**config.mk**
```make
export PLATFORM = sky130hd
export DESIGN_NAME = comparator_32bit_unsigned_gteq_serial
export DESIGN_NICKNAME = d
export VERILOG_FILES = /design/src/rtl/comparator_32bit_unsigned_gteq_serial_pkg.sv /design/src/rtl/comparator_32bit_unsigned_gteq_serial_nibble_cmp.sv /design/src/rtl/comparator_32bit_unsigned_gteq_serial.sv
export SDC_FILE = /design/constraint.sdc
export NUM_CORES = 1
export LEC_CHECK = 0
export CAP_MARGIN = 20
export CELL_PAD_IN_SITES_DETAIL_PLACEMENT = 1
export CELL_PAD_IN_SITES_GLOBAL_PLACEMENT = 2
export CORE_MARGIN = 5
export CORE_UTILIZATION = 37
export DETAILED_ROUTE_END_ITERATION = 8
export HOLD_SLACK_MARGIN = 0.1
export PLACE_DENSITY = 0.86
export SLEW_MARGIN = 30
export SYNTH_ARGS = -nofsm -noshare
export SYNTH_HDL_FRONTEND = slang
export SYNTH_HIERARCHICAL = 1
export SYNTH_SLANG_ARGS = --single-unit
```
**constraint.sdc**
```tcl
create_clock -name clk -period 9.9 [get_ports clk]
set_clock_uncertainty 0.05 [all_clocks]
set_input_delay 1.98 -clock clk [delete_from_list [all_inputs] [get_ports clk]]
set_output_delay 1.98 -clock clk [all_outputs]
set_load 0.005 [all_outputs]
```
**src/rtl/comparator_32bit_unsigned_gteq_serial_pkg.sv**
```systemverilog
// Shared constants and state encoding for the serial nibble-wise unsigned comparator.
package comparator_32bit_unsigned_gteq_serial_pkg;

  localparam int unsigned WIDTH   = 32;
  localparam int unsigned NIB_W   = 4;
  localparam int unsigned NUM_NIB = WIDTH / NIB_W;
  // Wide enough to hold NUM_NIB (counts 0..8)
  localparam int unsigned CNT_W   = 4;

  typedef enum logic [1:0] {
    IDLE = 2'd0,
    SCAN = 2'd1,
    DONE = 2'd2
  } state_e;

endpackage

```
**src/rtl/comparator_32bit_unsigned_gteq_serial_nibble_cmp.sv**
```systemverilog
// Combinational unsigned compare of one NIB_W-bit slice.
// Ports: a_i, b_i - nibbles to compare; gt - a_i > b_i; eq - a_i == b_i.
module nibble_cmp
  import comparator_32bit_unsigned_gteq_serial_pkg::*;
#(
  parameter int unsigned NIB_W = comparator_32bit_unsigned_gteq_serial_pkg::NIB_W
) (
  input  logic [NIB_W-1:0] a_i,
  input  logic [NIB_W-1:0] b_i,
  output logic             gt,
  output logic             eq
);

  assign gt = (a_i > b_i);
  assign eq = (a_i == b_i);

endmodule

```
**src/rtl/comparator_32bit_unsigned_gteq_serial.sv**
```systemverilog
// Serial unsigned A >= B / A == B comparator, one nibble per cycle, MSB first.
// Ports: clk/rst - clock, sync active-high reset;
//        in_valid/in_ready/a/b - operand handshake;
//        out_valid/out_ready/gteq/eq/nib_cnt - result handshake and payload.
module comparator_32bit_unsigned_gteq_serial
  import comparator_32bit_unsigned_gteq_serial_pkg::*;
#(
  parameter int unsigned WIDTH = comparator_32bit_unsigned_gteq_serial_pkg::WIDTH,
  parameter int unsigned NIB_W = comparator_32bit_unsigned_gteq_serial_pkg::NIB_W
) (
  input  logic             clk,
  input  logic             rst,
  input  logic             in_valid,
  output logic             in_ready,
  input  logic [WIDTH-1:0] a,
  input  logic [WIDTH-1:0] b,
  output logic             out_valid,
  input  logic             out_ready,
  output logic             gteq,
  output logic             eq,
  output logic [CNT_W-1:0] nib_cnt
);

  localparam int unsigned NNIB = WIDTH / NIB_W;

  if ((WIDTH % NIB_W) != 0) begin : g_bad_width
    $error("WIDTH must be a multiple of NIB_W");
  end

  state_e           state_q;
  logic [WIDTH-1:0] a_q;
  logic [WIDTH-1:0] b_q;
  logic [CNT_W-1:0] cnt_q;
  logic             gteq_q;
  logic             eq_q;
  logic             in_ready_q;
  logic             out_valid_q;

  logic             nib_gt;
  logic             nib_eq;
  logic             in_xfer;

  assign in_xfer = in_valid && in_ready_q;

  // Current top nibble of the shifting operand registers
  nibble_cmp #(.NIB_W(NIB_W)) u_nibble_cmp (
    .a_i (a_q[WIDTH-1 -: NIB_W]),
    .b_i (b_q[WIDTH-1 -: NIB_W]),
    .gt  (nib_gt),
    .eq  (nib_eq)
  );

  // Operand registers: loaded on transfer, shifted left one nibble per equal SCAN step
  always_ff @(posedge clk) begin
    if (state_q == IDLE && in_xfer) begin
      a_q <= a;
      b_q <= b;
    end else if (state_q == SCAN) begin
      a_q <= a_q << NIB_W;
      b_q <= b_q << NIB_W;
    end
  end

  // Control FSM with registered handshake and result outputs
  always_ff @(posedge clk) begin
    if (rst) begin
      state_q     <= IDLE;
      cnt_q       <= '0;
      gteq_q      <= 1'b0;
      eq_q        <= 1'b0;
      in_ready_q  <= 1'b1;
      out_valid_q <= 1'b0;
    end else begin
      case (state_q)
        IDLE: begin
          if (in_xfer) begin
            state_q    <= SCAN;
            cnt_q      <= '0;
            gteq_q     <= 1'b0;
            eq_q       <= 1'b0;
            in_ready_q <= 1'b0;
          end
        end
        SCAN: begin
          cnt_q <= cnt_q + CNT_W'(1);
          if (!nib_eq) begin
            gteq_q      <= nib_gt;
            eq_q        <= 1'b0;
            state_q     <= DONE;
            out_valid_q <= 1'b1;
          end else if (cnt_q == CNT_W'(NNIB - 1)) begin
            // Every nibble matched
            gteq_q      <= 1'b1;
            eq_q        <= 1'b1;
            state_q     <= DONE;
            out_valid_q <= 1'b1;
          end
        end
        DONE: begin
          if (out_ready) begin
            state_q     <= IDLE;
            out_valid_q <= 1'b0;
            in_ready_q  <= 1'b1;
          end
        end
        default: begin
          state_q     <= IDLE;
          out_valid_q <= 1'b0;
          in_ready_q  <= 1'b1;
        end
      endcase
    end
  end

  assign in_ready  = in_ready_q;
  assign out_valid = out_valid_q;
  assign gteq      = gteq_q;
  assign eq        = eq_q;
  assign nib_cnt   = cnt_q;

endmodule
```
======== Word-level counts from Yosys, hierarchy flattened ========
Cells that the tools add are included.
storage, ports and cells
  register bits after elaboration ......... 74
  bits in latches ......................... 0
  bits in writable memories ............... 0
  bits in read-only memories .............. 0
  input bits .............................. 68
  word-level logic and storage cells ...... 51
  memories kept ........................... 0
operators by class
  add/subtract/negate cells ............... 1
  $mul .................................... 0
  divide/modulo/power cells ............... 0
  order comparisons ....................... 1
  equality and inequality tests ........... 7
  shift-type cells ........................ 0
  multiplexer cells ....................... 22
  bitwise logic cells ..................... 2
  reduce and logical (&&, ||, !) cells .... 10
operators with widths
  cell                                                   number
  two-way mux 32 bit                                     4
  AND reduction 3 bit                                    4
  two-way mux 2 bit                                      4
  one-hot mux 4 bit (2 select lines)                     1
  two-way mux 1 bit                                      7
  one-hot mux 1 bit (3 select lines)                     2
  one-hot mux 2 bit (3 select lines)                     1
  adder 4 x 1 -> 4 bit, second input constant            1
  equality test 4 x 3 -> 1 bit, second input constant    1
  equality test 4 bit                                    1
  > comparator 4 bit                                     1
  two-way mux 4 bit                                      1
  inequality test 2 bit, second input constant           2
  one-hot mux 1 bit (2 select lines)                     2
  nonzero test 2 bit                                     2
  inequality test 3 x 2 -> 1 bit, second input constant  1
  equality test 2 x 1 -> 1 bit, second input constant    1
  equality test 2 bit, second input constant             1
  logical AND 1 bit                                      2
  zero test 2 bit                                        1
  NOT 1 bit                                              2
  AND reduction 2 bit                                    1

======== Logic depth before layout (Yosys ltp) ========
Gate-level depths: netlist of the first run.
  word-level depth ........................ 4
  mapped depth ............................ 7

======== Hierarchy ========
The synthesis of the first run kept the hierarchy.
by module, submodules not included
  module                                 times used  cells each  area each (um^2)  sequential area each (um^2)
  comparator_32bit_unsigned_gteq_serial  1           188         3126.7            2122.0
  nibble_cmp                             1           13          111.4             0.0

======== Least setup slack after synthesis of the first run ========
No wires, ideal clock.
  kind .................................... input port to flip-flop
  from .................................... input in_valid
  to ...................................... register a_q[0], enable pin
  setup time .............................. 0.486 ns
  arrival time ............................ 4.728 ns
  required time ........................... 9.364 ns
  path slack .............................. 4.636 ns
  cell stages on the path ................. 2
  path buffers ............................ 0
  cell sequence ........................... a21oi_1 nor2_1
on the way
  longest elaborated chain between the ends .. 3
RTL lines
  what                          RTL line                                     source
  start: declaration            comparator_32bit_unsigned_gteq_serial.sv:13  input logic in_valid,
  logical AND 1 bit             comparator_32bit_unsigned_gteq_serial.sv:43  assign in_xfer = in_valid && in_ready_q;
  logical AND 1 bit             comparator_32bit_unsigned_gteq_serial.sv:55  if (state_q == IDLE && in_xfer) begin
  nonzero test 2 bit (no line)  -
  end signal: assignment        comparator_32bit_unsigned_gteq_serial.sv:59  a_q <= a_q << NIB_W;
  end: declaration              comparator_32bit_unsigned_gteq_serial.sv:31  logic [WIDTH-1:0] a_q;
No other way between the ends.
A chain may end at the register's enable or synchronous reset.

======== Final worst setup path of the first run ========
  from .................................... input in_valid
  to ...................................... register b_q[8], data pin
on the way
  longest elaborated chain between the ends .. 3
RTL lines
  what                    RTL line                                     source
  logical AND 1 bit       comparator_32bit_unsigned_gteq_serial.sv:43
  logical AND 1 bit       comparator_32bit_unsigned_gteq_serial.sv:55
  two-way mux 32 bit      comparator_32bit_unsigned_gteq_serial.sv:55
  end signal: assignment  comparator_32bit_unsigned_gteq_serial.sv:60  b_q <= b_q << NIB_W;
  end: declaration        comparator_32bit_unsigned_gteq_serial.sv:32  logic [WIDTH-1:0] b_q;
No other way between the ends.

==> results.yml, run 1 <==
outcome:
  status: "finished, final reports clean"
critical_path:
  cp_data_arrival_time_ps: 3890
  cp_top_family: "buffers and inverters"
  crit_slowest_cell: "buf_4"
  cp.required_ps: 9940
  worstReg2RegStart: "state_q[1]$_SDFFE_PP0P_"
  r2r_end: "b_q[8]$_DFFE_PP_"
  regToRegSetupSlack_ps: 7750
  end_kind: "flip-flop"
  crit_buf_inv: 2
  r2r_cells: 3
  critPathLaunchType: "primary input"
  crit_chain: "clkdlybuf4s50_1 > nor4bb_4 > buf_4 > mux2_2"
  critPathMaxFanout: 69
  criticalPathCategory: "primary input to flip-flop"
  max_stage_delay_ps: 660
layout:
  antennaDiodeCount: 0
  final.fill_count: 868
  nets: 352
  regArea_mm2: 0.00212
  multi_input_area_mm2: 0.00105
  final_layout_size_suffix_gt1_frac: 0.289
  post-route-util: 0.497
  area_growth_pct: 32.5
sta:
  rsz0062_at_grt: "no"
  tns_ps: 0
  max_freq_mhz: 260
  worst_pin_slew_ps: 817
  setup_ws_ps: 6050
  timing.hold.ws_ps: 445
  slew_viol_final: 0
  fin_crit_ps: 3850
  setup-violations-final: 0
  relSlewSlack: 0.455
  period_share: 0.388
  hold_viol_final: 0
hold_path:
  hold_class: "flip-flop to flip-flop"
  hold_path_depth: 2
  min_to: "out_valid$_SDFFE_PP0P_"
  min_from: "out_valid$_SDFFE_PP0P_"
yosys:
  ys_seq_elements: 74
  synth.most_common_cell: "edfxtp_1"
  postSynthAreaPerCell_um2: 16.1
  synth_enable_flop_cells: 64
  synth_top_area_share: 0.594
  ys_top_cells_by_count: "64 x edfxtp_1, 57 x mux2_2, 10 x dfxtp_1, 8 x a21oi_1, 8 x and2_1"
  yosysWarnings: 6
  async_flop_share: 0
  synth_cell_types: 33
  ys.flop_type: "edfxtp_1"
  synth-seq-area-share: 0.655
  syn-cell-area_mm2: 0.00324
  syn_inst: 201
  synth_area_leaders: "edfxtp_1 59%, mux2_2 20%, dfxtp_1 6.2%, ha_1 1.9%, and2_1 1.5%"
  synth_nets: 274
  post-synth-top-area-cell: "edfxtp_1"
routing:
  drtIter0Drc: 111
  ant_nets: 0
  viasPerCell: 4.86
  via_count: 1905
  firstDrtPassIters: 4
  drc_errors: 0
  wl_per_cell_um: 15.3
  wl_mm: 5.99
placed_design:
  gp_congestion: 0.718
  port_buffers: 75
  pre_cts_slack_ps: 5670
  hpwlAfterDp_mm: 4.07
clocking:
  cts_resized: 0
  clockBufferDepth: 2
  cts_setup_buffers: 0
  clk_pin_slew_ps: 80
  cts_tree: "yes"
  holdBufCountCts: 0
  clock_sinks: 74
  cts_made_buffers: 9
  cts_root_buffer: "clkbuf_8"
  worstSkewPairLatency_ps: 340
  htreeDepth: 3
floorplan:
  initial_core_util: 0.375
  die_w_um: 104
  die_area_mm2: 0.0107
  fp-row-count: 34
  ios: 76
  coreArea_mm2: 0.00864
  die_y_um: 104
power:
  leakagePower_nw: 1.51
  power_density_mw_per_mm2: 179
  ir_worst_vdd_mv: 0.0878
global_routing:
  grt_use_total: 0.117
  grt_antenna_before_repair: 0
  grt_max_degree: 70
  grt_pass1_vias: 2089
  grt_pass1_wl_mm: 10.0
  grt.overflow.total: 0
run:
  cap_viol_max_count: 0
-- flip-flops by register name, summed over array words and instances, names as in the netlist --
signal	cells
eq	1
state_q	2
out_valid	1
a_q	32
gteq	1
nib_cnt	4
b_q	32
in_ready	1
-- worst max-delay path by stage --
stage | start | slack [ps] | depth (start not counted) | end
final | in_valid | 6050 | 4 | b_q[8]$_DFFE_PP_
after global placement | in_valid | 5690 | 4 | a_q[8]$_DFFE_PP_
after detailed placement | in_valid | 5670 | 4 | b_q[8]$_DFFE_PP_
after CTS | in_valid | 6040 | 4 | b_q[8]$_DFFE_PP_
after floorplan | in_valid | 4640 | 2 | a_q[0]$_SDFFCE_PN0P_
after global routing | in_valid | 5950 | 4 | a_q[24]$_DFFE_PP_
-- worst reg2reg max path: stages, from the launching register on --
cell and delay (ps):
dfxtp_1 420, nor4bb_4 310, buf_4 660, mux2_2 470
-- report_power, final --
| part | leakage, nW | switching, mW | internal (mW) |
|---|---|---|---|
| combinational | 0.696 | 0.0532 | 0.0777 |
| clock | 0.108 | 0.108 | 0.119 |
| sequential | 0.704 | 0.0123 | 0.399 |
| total | 1.51 | 0.173 | 0.596 |
-- area by class of cell --
| class | count | area share |
|---|---|---|
| clock inverters | 4 | 0.00496 |
| inverters | 5 | 0.00437 |
| repair buffers | 77 | 0.178 |
| well taps | 108 | 0.0315 |
| multi-input cells | 112 | 0.245 |
| flip-flops and latches | 74 | 0.495 |
| clock buffers | 12 | 0.0411 |
-- layout by cell type, fill, tap and decap left out --
cell,count
nor4bb_4,1
and3b_1,1
mux2_2,57
a32o_1,1
nor2b_2,1
nand2_1,2
a21oi_1,8
inv_1,5
buf_4,2
edfxtp_1,64
ha_1,5
o2bb2ai_1,1
a21oi_2,1
clkbuf_8,11
nor3b_1,1
o21a_1,1
nand4_1,1
a21o_1,1
nor2_4,1
clkdlybuf4s50_1,75
nand3b_1,1
nand2b_1,5
dfxtp_1,10
nor3_1,2
clkinv_2,3
nor2b_1,2
and2_1,8
o21ba_2,1
o211ai_2,1
inv_4,1
and4_4,1
o32ai_1,1
clkbuf_16,1
o21ai_0,2
mux2i_1,1
nor2_1,4
-- metrics by stage --
step,total power [mW],cell area [um^2],std cells
after CTS,0.784,4290,392
after global routing,0.813,4290,392
after global placement,0.547,4090,376
after floorplan,0.506,3240,201
after detailed placement,0.554,4090,376
final,0.769,4290,392
-- routing by layer --
layer | up-vias | part of all wire | GRT usage
li1 | 921 | - | -
met3 | 7 | 0.087 | 0.0616
met2 | 55 | 0.48 | 0.186
met1 | 922 | 0.41 | 0.134
met4 | 0 | 0.015 | 0.0450
met5 | - | 0 | 0
-- logic make-up after synthesis --
family                     share of synthesized area
AOI/OAI and AO/OA                             0.0383
adders and majority gates                     0.0193
buffers and inverters                         0.0270
DFF                                            0.655
muxes                                          0.201
and+or+nand+nor                               0.0587
No activity file was read; power rests on OpenSTA's default activity.
==> run 2: changes to the inputs <==
CORE_UTILIZATION = 31   (was 37)
PLACE_DENSITY = 0.77   (was 0.86)
clock period = 3.4 ns   (was 9.9 ns; I/O delays follow)
==> run 2 against run 1 <==
Utilization fell by 7.6 points. Cell area rose by 0.73%. Clock power rose to 2.6 times the previous value.
==> results.yml, run 2 (synthesized netlist as in run 1, its figures left out) <==
global_routing:
  grt_pass1_vias: 2118
  grt_antenna_before_repair: 0
  grt_pass1_wl_mm: 10.4
  grt_use_total: 0.106
  grt.overflow.total: 0
  grt_max_degree: 65
floorplan:
  ios: 76
  die_area_mm2: 0.0126
  coreArea_mm2: 0.0103
  initial_core_util: 0.315
  fp-row-count: 37
  die_y_um: 112
  die_w_um: 112
sta:
  period_share: 0.667
  rsz0062_at_grt: "no"
  slew_viol_final: 0
  setup-violations-final: 0
  fin_crit_ps: 2270
  relSlewSlack: 0.682
  hold_viol_final: 0
  timing.hold.ws_ps: 443
  max_freq_mhz: 441
  tns_ps: 0
  worst_pin_slew_ps: 477
clocking:
  clock_sinks: 74
  cts_resized: 0
  clk_pin_slew_ps: 70
  clockBufferDepth: 2
  cts_root_buffer: "clkbuf_8"
  cts_setup_buffers: 0
  cts_tree: "yes"
  holdBufCountCts: 0
  cts_made_buffers: 9
  htreeDepth: 3
  worstSkewPairLatency_ps: 340
outcome:
  status: "finished, final reports clean"
critical_path:
  r2r_cells: 3
  cp_data_arrival_time_ps: 2310
  cp.required_ps: 3440
  critPathLaunchType: "primary input"
  critPathMaxFanout: 61
  end_kind: "flip-flop"
  criticalPathCategory: "primary input to flip-flop"
power:
  power_density_mw_per_mm2: 504
  ir_worst_vdd_mv: 0.213
  leakagePower_nw: 1.50
routing:
  viasPerCell: 4.55
  drtIter0Drc: 88
  drc_errors: 0
  firstDrtPassIters: 4
  wl_mm: 6.36
  wl_per_cell_um: 15.1
  via_count: 1917
  ant_nets: 0
layout:
  layout_common_cells: "75 x clkdlybuf4s50_1, 64 x edfxtp_1, 57 x mux2_2, 10 x clkbuf_8, 10 x dfxtp_1"
  final_common_cell: "clkdlybuf4s50_1"
  final_layout_size_suffix_gt1_frac: 0.274
  antennaDiodeCount: 0
  area_growth_pct: 33.5
  nets: 353
hold_path:
  hold_class: "flip-flop to flip-flop"
  hold_path_depth: 2
placed_design:
  gp_congestion: 0.701
  hpwlAfterDp_mm: 4.31
  port_buffers: 75
run:
  cap_viol_max_count: 0
run 2: final timing paths:
| path | startpoint | endpoint | slack [ps] |
|---|---|---|---|
| min reg2reg | out_valid$_SDFFE_PP0P_ | out_valid$_SDFFE_PP0P_ | 440 |
| max | in_valid | a_q[15]$_DFFE_PP_ | 1130 |
| min | out_valid$_SDFFE_PP0P_ | out_valid$_SDFFE_PP0P_ | 440 |
| max reg2reg | state_q[1]$_SDFFE_PP0P_ | a_q[15]$_DFFE_PP_ | 1540 |
run 2: stage by stage:
step | total power, mW | area [um^2] | setup slack [ps] | instances | util
after floorplan | 1.47 | 3240 | 507 | 201 | -
after global placement | 1.61 | 4160 | 785 | 405 | 0.405
after detailed placement | 1.62 | 4160 | 774 | 405 | 0.405
after CTS | 2.22 | 4320 | 1140 | 421 | 0.421
after global routing | 2.31 | 4320 | 1080 | 421 | 0.421
final | 2.18 | 4320 | 1130 | 421 | 0.421
run 2: cell type report:
class	count	area, um^2
multi-input combinational	112	1050
tap	136	170
sequential	74	2120
clock inverter	1	5.00
clock buffer	15	156
fill	1055	5960
timing repair buffer	78	798
inverter	5	18.8
run 2: layer usage:
layer / wire length, um / vias up / global-route usage / part of all wire
li1: - / 921 / - / -
met1: 2580 / 929 / 0.122 / 0.41
met2: 3160 / 56 / 0.170 / 0.50
met3: 491 / 11 / 0.0442 / 0.077
met4: 120 / 0 / 0.0529 / 0.019
met5: 0 / - / 0 / 0
run 2: where the power goes:
group	total, mW	leakage (nW)	internal (mW)	switching [mW]
logic	0.398	0.709	0.236	0.162
registers	1.20	0.704	1.16	0.0354
clock network	0.582	0.0817	0.286	0.296
total	2.18	1.50	1.68	0.494
run 2: worst max-delay path, stage by stage:
cell and delay, ps:
clkdlybuf4s50_1 500, nor4bb_4 380, buf_12 330, mux2_2 380
==> run 3: changes to the inputs <==
CORE_UTILIZATION = 35   (was 31)
PLACE_DENSITY = 0.82   (was 0.77)
clock period = 2.35 ns   (was 3.4 ns; I/O delays follow)
==> run 3 against run 2 <==
Via count rose by 0.16%. Power is 51% higher. Sequential share of layout area shrank 0.085 points. Count of clock-buffer cells in the layout down 6.
==> results.yml, run 3 (synthesized netlist as in run 1, its figures left out) <==
critical_path:
  criticalPathCategory: "primary input to flip-flop"
  r2r_cells: 3
  regToRegSetupSlack_ps: 460
  cp.required_ps: 2390
  critPathMaxFanout: 61
  worstReg2RegStart: "state_q[1]$_SDFFE_PP0P_"
  critPathLaunchType: "primary input"
  cp_data_arrival_time_ps: 2080
  end_kind: "flip-flop"
  r2r_end: "b_q[12]$_DFFE_PP_"
routing:
  drc_errors: 0
  drtIter0Drc: 84
  ant_nets: 0
  via_count: 1920
  wl_per_cell_um: 16.0
  viasPerCell: 4.84
  firstDrtPassIters: 4
  wl_mm: 6.35
sta:
  rsz0062_at_grt: "no"
  fin_crit_ps: 2040
  period_share: 0.869
  worst_pin_slew_ps: 501
  slew_viol_final: 0
  timing.hold.ws_ps: 435
  hold_viol_final: 0
  relSlewSlack: 0.665
  tns_ps: 0
  max_freq_mhz: 490
  setup-violations-final: 0
  setup_ws_ps: 307
layout:
  layout_common_cells: "75 x clkdlybuf4s50_1, 64 x edfxtp_1, 57 x mux2_2, 10 x dfxtp_1, 9 x clkbuf_8"
  final_cells: 397
  area_growth_pct: 33.7
  fin_area_mm2: 0.00433
  final.fill_count: 918
  multi_input_area_mm2: 0.00105
  nets: 354
  final_layout_size_suffix_gt1_frac: 0.290
  antennaDiodeCount: 0
  post-route-util: 0.475
  regArea_mm2: 0.00212
  final_common_cell: "clkdlybuf4s50_1"
floorplan:
  die_area_mm2: 0.0113
  die_w_um: 106
  coreArea_mm2: 0.00911
  fp-row-count: 35
  ios: 76
  die_y_um: 106
  initial_core_util: 0.355
global_routing:
  grt.overflow.total: 0
  grt_pass1_wl_mm: 10.1
  grt_pass1_vias: 2052
  grt_max_degree: 65
  grt_antenna_before_repair: 0
  grt_use_total: 0.117
power:
  finalPower_mw: 3.28
  power_frac_seq: 0.529
  leakagePower_nw: 1.52
  power_frac_comb: 0.176
  power_density_mw_per_mm2: 757
  pwr-share-clk: 0.295
  p_int_mw: 2.51
  ir_worst_vdd_mv: 0.357
  switching_share: 0.234
  p_switching_uw: 767
hold_path:
  hold_path_depth: 2
  min_to: "out_valid$_SDFFE_PP0P_"
  min_from: "out_valid$_SDFFE_PP0P_"
  hold_class: "flip-flop to flip-flop"
placed_design:
  placed_cells: 381
  place_area_mm2: 0.00414
  port_buffers: 75
  hpwlAfterDp_mm: 4.47
  pre_cts_slack_ps: -56.3
  gp_congestion: 0.713
clocking:
  cts_root_buffer: "clkbuf_8"
  clockBufferDepth: 2
  clk_pin_slew_ps: 90
  holdBufCountCts: 0
  cts_made_buffers: 9
  worstSkewPairLatency_ps: 340
  clock_sinks: 74
  htreeDepth: 3
  cts_setup_buffers: 0
  cts_resized: 0
  cts_tree: "yes"
run:
  cap_viol_max_count: 0
outcome:
  status: "finished, final reports clean"
run 3: changes by cell type in the layout (fill, tap and decap cells not counted), sizes merged:
cell / before / now
bufinv: 0 / 1
clkinv: 1 / 4
clkbuf: 15 / 9
inv: 5 / 6
clkinvlp: 0 / 1
buf: 3 / 4
run 3: metal layers:
layer / wire, um / vias up / share of wire / GRT usage
met5: 0 / - / 0 / 0
met4: 98 / 0 / 0.015 / 0.0500
met3: 537 / 9 / 0.085 / 0.0504
met2: 3190 / 51 / 0.50 / 0.193
met1: 2520 / 943 / 0.40 / 0.133
li1: - / 917 / - / -
run 3: cell type report:
cell class	instances	share of cell area
clock buffers	9	0.0286
clock inverters	7	0.0159
inverters	5	0.00434
multi-input cells	112	0.243
flip-flops and latches	74	0.490
well taps	111	0.0321
repair buffers	79	0.186
run 3: worst max-delay path: stages:
cell,delay [ps]
clkdlybuf4s50_1,480
nor4bb_4,380
buf_12,330
mux2_2,380
run 3: worst max path at each step:
stage | from | to | slack (ps) | cells past startpoint
2_1_floorplan | in_valid | a_q[0]$_SDFFCE_PN0P_ | 370 | 2
3_3_place_gp | in_valid | a_q[30]$_DFFE_PP_ | -20 | 4
3_5_place_dp | in_valid | b_q[27]$_DFFE_PP_ | -60 | 4
4_1_cts | in_valid | b_q[27]$_DFFE_PP_ | 310 | 4
5_1_grt | in_valid | a_q[27]$_DFFE_PP_ | 250 | 4
6_report | in_valid | b_q[12]$_DFFE_PP_ | 310 | 4
run 3: power by group through the flow:
stage | Sequential [mW] | Clock, mW | Combinational [mW]
2_1_floorplan | 1.75 | 0 | 0.377
3_3_place_gp | 1.76 | 0 | 0.564
3_5_place_dp | 1.77 | 0 | 0.588
4_1_cts | 1.74 | 1.00 | 0.592
5_1_grt | 1.75 | 1.06 | 0.635
6_report | 1.73 | 0.967 | 0.578
